File: src/rtl/wb_sram_bridge.sv
// Wishbone classic slave that maps a 1 KiB window onto port 0 (1RW) of the
// 32x256 OpenRAM macro. It issues one registered SRAM access per bus cycle,
// waits out the macro read latency, and acks for exactly one cycle.
module wb_sram_bridge #(
  parameter logic [31:0] BASE_ADDR = 32'h3000_0000,
  parameter logic [31:0] ADDR_MASK = 32'hFFFF_FC00,
  parameter int unsigned SRAM_AW   = 8,
  parameter int unsigned READ_LAT  = 1
) (
  input  logic               wb_clk_i,
  input  logic               wb_rst_ni,
  input  logic               wbs_cyc_i,
  input  logic               wbs_stb_i,
  input  logic               wbs_we_i,
  input  logic [3:0]         wbs_sel_i,
  input  logic [31:0]        wbs_adr_i,
  input  logic [31:0]        wbs_dat_i,
  output logic               wbs_ack_o,
  output logic [31:0]        wbs_dat_o,
  output logic               sram_csb0_o,
  output logic               sram_web0_o,
  output logic [3:0]         sram_wmask0_o,
  output logic [SRAM_AW-1:0] sram_addr0_o,
  output logic [31:0]        sram_din0_o,
  input  logic [31:0]        sram_dout0_i,
  output logic               busy_o
);

  // READ_LAT is limited to 1..3, so a 2-bit down-counter covers it.
  localparam int unsigned    CNT_W    = 2;
  localparam logic [CNT_W-1:0] LAT_LOAD = CNT_W'(READ_LAT);

  typedef enum logic [1:0] {
    ST_IDLE  = 2'd0,
    ST_ISSUE = 2'd1,
    ST_RWAIT = 2'd2,
    ST_ACK   = 2'd3
  } state_t;

  state_t           state;
  logic [CNT_W-1:0] lat_cnt;
  logic             hit_c;

  // Window decode: a live strobe whose masked address matches the base.
  assign hit_c = wbs_cyc_i & wbs_stb_i &
                 ((wbs_adr_i & ADDR_MASK) == (BASE_ADDR & ADDR_MASK));

  // Bridge FSM with all bus and SRAM outputs registered.
  always_ff @(posedge wb_clk_i) begin
    if (!wb_rst_ni) begin
      state         <= ST_IDLE;
      lat_cnt       <= '0;
      wbs_ack_o     <= 1'b0;
      wbs_dat_o     <= '0;
      sram_csb0_o   <= 1'b1;
      sram_web0_o   <= 1'b1;
      sram_wmask0_o <= '0;
      sram_addr0_o  <= '0;
      sram_din0_o   <= '0;
      busy_o        <= 1'b0;
    end else begin
      case (state)
        ST_IDLE: begin
          if (hit_c) begin
            sram_addr0_o  <= wbs_adr_i[SRAM_AW+1:2];
            sram_din0_o   <= wbs_dat_i;
            sram_wmask0_o <= wbs_we_i ? wbs_sel_i : 4'b0000;
            sram_web0_o   <= ~wbs_we_i;
            sram_csb0_o   <= 1'b0;
            busy_o        <= 1'b1;
            state         <= ST_ISSUE;
          end
        end

        ST_ISSUE: begin
          // The macro samples this cycle's controls; deselect afterwards.
          // web0 still holds the operation type during this cycle.
          sram_csb0_o <= 1'b1;
          sram_web0_o <= 1'b1;
          if (!wbs_cyc_i) begin
            busy_o <= 1'b0;
            state  <= ST_IDLE;
          end else if (!sram_web0_o) begin
            wbs_ack_o <= 1'b1;
            state     <= ST_ACK;
          end else begin
            lat_cnt <= LAT_LOAD;
            state   <= ST_RWAIT;
          end
        end

        ST_RWAIT: begin
          // An abort wins over a capture due in the same cycle.
          if (!wbs_cyc_i) begin
            busy_o <= 1'b0;
            state  <= ST_IDLE;
          end else if (lat_cnt == CNT_W'(1)) begin
            wbs_dat_o <= sram_dout0_i;
            wbs_ack_o <= 1'b1;
            state     <= ST_ACK;
          end else begin
            lat_cnt <= lat_cnt - CNT_W'(1);
          end
        end

        ST_ACK: begin
          wbs_ack_o <= 1'b0;
          busy_o    <= 1'b0;
          state     <= ST_IDLE;
        end

        default: begin
          wbs_ack_o <= 1'b0;
          busy_o    <= 1'b0;
          state     <= ST_IDLE;
        end
      endcase
    end
  end

endmodule

File: config.mk
export PLATFORM = sky130hd
export DESIGN_NAME = wb_sram_bridge
export DESIGN_NICKNAME = d
export VERILOG_FILES = /design/src/rtl/wb_sram_bridge.sv
export SDC_FILE = /design/constraint.sdc
export NUM_CORES = 1
export LEC_CHECK = 0
export CAP_MARGIN = 5
export CELL_PAD_IN_SITES_DETAIL_PLACEMENT = 0
export CELL_PAD_IN_SITES_GLOBAL_PLACEMENT = 1
export CORE_AREA = 2 2 122 124
export CTS_CLUSTER_SIZE = 8
export DETAILED_ROUTE_END_ITERATION = 10
export DIE_AREA = 0 0 124 126
export PLACE_DENSITY_LB_ADDON = 0.2
export SETUP_SLACK_MARGIN = 0.4
export SLEW_MARGIN = 30
export SYNTH_ARGS = -nofsm -noshare
export SYNTH_HDL_FRONTEND = slang
export SYNTH_SLANG_ARGS = --single-unit
File: constraint.sdc
create_clock -name wb_clk_i -period 1.65 [get_ports wb_clk_i]
set_input_delay 0.33 -clock wb_clk_i [delete_from_list [all_inputs] [get_ports wb_clk_i]]
set_output_delay 0.33 -clock wb_clk_i [all_outputs]
set_load 0.005 [all_outputs]
==> out/results.md <==
* **Final Hold Viols** 0
* **buffer type at the clock tree root** clkbuf_16
* **Remaining DRCs** 0
* **average detailed-routed wire length per instance** 17.99 um
* **number of failing setup endpoints in the final timing report** 0
* **iteration-0 DRC count of the detailed router** 157
* **Leakage** 3.115 nW
* **WP data required** 1870 ps
* **post-synthesis area per instance** 8.313 sq um
* **CP startpoint kind** register
* **detailed-route vias per instance** 4.865
* **fin util** 57.49%
* **family of cells with the greatest summed delay on the critical path** buffers and inverters
* **fraction of registers with async set or reset after synthesis** 0%
* **Setup crit end kind** register
* **ratio of final minimum period to clock period** 92.50%
* **clock edge transition at the registers on the reported setup and hold paths** 60 ps
* **max-capacitance violation count** 0
* **placement row count** 44
* **Reg2Reg Launch Point** state[0]
* **total placed instance area** 0.005684 sq mm
* **clk sink count** 84
* **Critical Path End** sram_web0_o
* **Design Power** 4.762 mW
* **RSZ-0062 raised after global routing** yes
* **total of hold buffers inserted after clock tree synthesis** 0
* **Yosys warnings** 0
* **R2R depth** 8
* **clock latency of the later-clocked register in the worst-skew pair** 330 ps
* **delay of the slowest cell on the worst path** 370 ps
* **status** complete, no violations
* **fraction of layout cells with a size suffix above 1** 65.03%
* **number of antenna violations at the first check in global routing** 0
* **power density normalized to cell area** 578.6 mW/mm^2
* **CTS Buffer Depth** 2
* **maximum net fanout on the critical path** 3
* **netlist area before placement** 0.003500 sq mm
* **startpoint of the most critical setup path** state[0]
* **core area** 0.01431 sq mm
* **vias in the first global route** 4345
* **setup slack of the worst register-to-register path** 120 ps
* **TritonCTS buffer count** 9
* **final weighted congestion in routability-driven placement** 0.7447
* **Layout Cell Area excl Fill** 0.008229 sq mm
* **level count of the clock H-tree** 3
* **worst flop-to-flop path endpoint** sram_web0_o
* **final net count** 799
* **total gr overflow** 0
* **leading cell types in the layout, fill and taps excluded** 78 x clkdlybuf4s50_1, 58 x dfxtp_2, 51 x buf_4
* **remaining number of nets flagged by the antenna check after routing** 0
* **worst hold margin** 450.7 ps
* **Overall Global Routing Usage** 19.59%
* **die outline area** 0.01562 sq mm
* **most used flip-flop cell after synthesis** dfxtp_1
* **commonest non-fill, non-tap cell in the layout** clkdlybuf4s50_1
* **final period demand of the worst path** 1526 ps
* **number of iterations in the first detailed-routing pass** 4
* **TritonCTS clock tree** yes
* **nets in the synthesized netlist** 532
* **classification of the worst-slack hold path** register to register
* **Ports** 185
* **largest net degree at the start of global routing** 46
* **Slowest-stage cell, CP** dfxtp_4
* **final HPWL from detailed placement** 8466 um
* **height of the chip** 126 um
* **wire length of the first global-routing pass** 23560 um
* **Slew Limit Headroom** 75.14%
* **Max Freq** 0.6552 GHz
* **synthesized flop and latch total** 84
* **peak ir drop on the vdd network** 0.4236 mV
* **number of enable-type register cells in the synthesized netlist** 0
* **number of cells on the critical path** 8
* **data arrival time at the worst-slack endpoint** 1750 ps
* **slew at the pin closest to its max-slew limit** 372.8 ps
* **max-slew violations** 0
* **Buf+Inv Stages, Crit Path** 4
* **sequential element share of the synthesized area** 48.05%
* **vias** 4262
* **ant diodes** 0
* **area growth from synthesis to layout** 135.1%
* **number of cells produced by synthesis** 421
* **effective utilization at floorplan** 24.45%
* **critical path cell sequence** inv_4, ha_4, and3_4, buf_12, buf_8, buf_16, a221oi_2, o21ai_1
* **Horiz. Die Dim** 124 um
* **count of different cell masters after synthesis** 39
* **Routed WL** 15760 um
* **setup clock skew after layout** 5.177 ps
* **critical path type** register to register
* **number of buffers inserted by port buffering** 182
## worst min-delay path by stage
stage,from,endpoint,cells after the start
final,sram_din0_o[11],sram_din0_o[11],2
after global placement,wbs_dat_o[7],wbs_dat_o[7],2
after CTS,wbs_dat_o[26],wbs_dat_o[26],2
after detailed placement,wbs_dat_o[26],wbs_dat_o[26],2
after floorplan,busy_o,busy_o,2
after global routing,sram_din0_o[24],sram_din0_o[24],2
## kinds of logic (layout without fill, tap and decap cells)
kind of cell | count (synthesis) | after routing | synth area share [%]
multiplexers | 2 | 2 | 0.6078
flip-flops | 84 | 84 | 48.05
adder cells (fa/ha/maj) | 6 | 6 | 2.145
buffers and inverters | 44 | 315 | 6.471
AND/OR/NAND/NOR | 148 | 148 | 21.81
AO/OA/AOI/OAI | 137 | 137 | 20.92
## per-layer routing
layer | up-vias | wire [um] | part of all wire [%] | global-route usage [%]
li1 | 2043 | - | - | -
met1 | 2071 | 6628 | 42 | 24.17
met2 | 127 | 8043 | 51 | 34.26
met3 | 21 | 814 | 5.2 | 3.578
met4 | 0 | 270 | 1.7 | 6.081
met5 | - | 0 | 0 | 0
## where the power goes
part	internal, mW	leakage, nW	switching (mW)
clock	1.51	0.166	0.823
sequential	2.03	0.707	0.00348
combinational	0.238	2.24	0.157
total	3.78	3.12	0.983
## worst reg2reg max path: stages, from the launching register on
cell	delay, ps
dfxtp_4	370
inv_4	50
ha_4	160
and3_4	170
buf_12	130
buf_8	120
buf_16	130
a221oi_2	200
o21ai_1	90
## synth_stat cells (3+ instances only)
master     number  area share, %
o21ai_1        11            1.6
a21oi_1        77             11
nor4_1          3           0.54
ha_1            6            2.1
nor2_1          7           0.75
a211oi_1        3           0.64
nand4_1         5           0.89
buf_6           5            1.6
nor4_4          3            1.8
buf_4           5            1.1
o21ai_0        36            5.1
clkbuf_1       21            2.3
and4bb_2        3            1.1
buf_2           4           0.57
buf_1           3           0.32
nor3_1          3           0.43
nand2_1        69            7.4
nand3_1        43            6.1
inv_1           6           0.64
dfxtp_1        84             48
o2111ai_1       3           0.75
## per-stage QoR
| step | std cells | setup TNS [ps] | setup slack (ps) |
|---|---|---|---|
| global placement | 769 | -19980 | -340.9 |
| global route | 876 | 0 | 63.26 |
| detailed placement | 769 | -21980 | -394.2 |
| CTS | 856 | 0 | 140.8 |
| floorplan | 421 | 0 | 245.2 |
| finish | 876 | 0 | 123.8 |
## sequential cells by signal, indices dropped and copies added (netlist names)
name           cells
lat_cnt            2
sram_web0_o        1
wbs_dat_o         32
sram_din0_o       32
wbs_ack_o          1
sram_wmask0_o      4
state              2
busy_o             1
sram_csb0_o        1
sram_addr0_o       8
## layout make-up
type / count / area, sq um
Fill cell: 1209 / 6085
Timing Repair Buffer: 294 / 3189
Multi-Input combinational cell: 293 / 2670
Sequential cell: 84 / 1765
Clock buffer: 11 / 242.7
Tap cell: 184 / 230.2
Clock inverter: 4 / 96.34
Inverter: 6 / 35.03
## what timing repair did
item	CTS	global route
pin swaps	138	90
setup endpoints to repair	164	149
resized for setup	426	248
endpoints found under the hold margin	0	0
buffers inserted	51	20
gates cloned	21	0
Power figures use the tool's default switching activity.
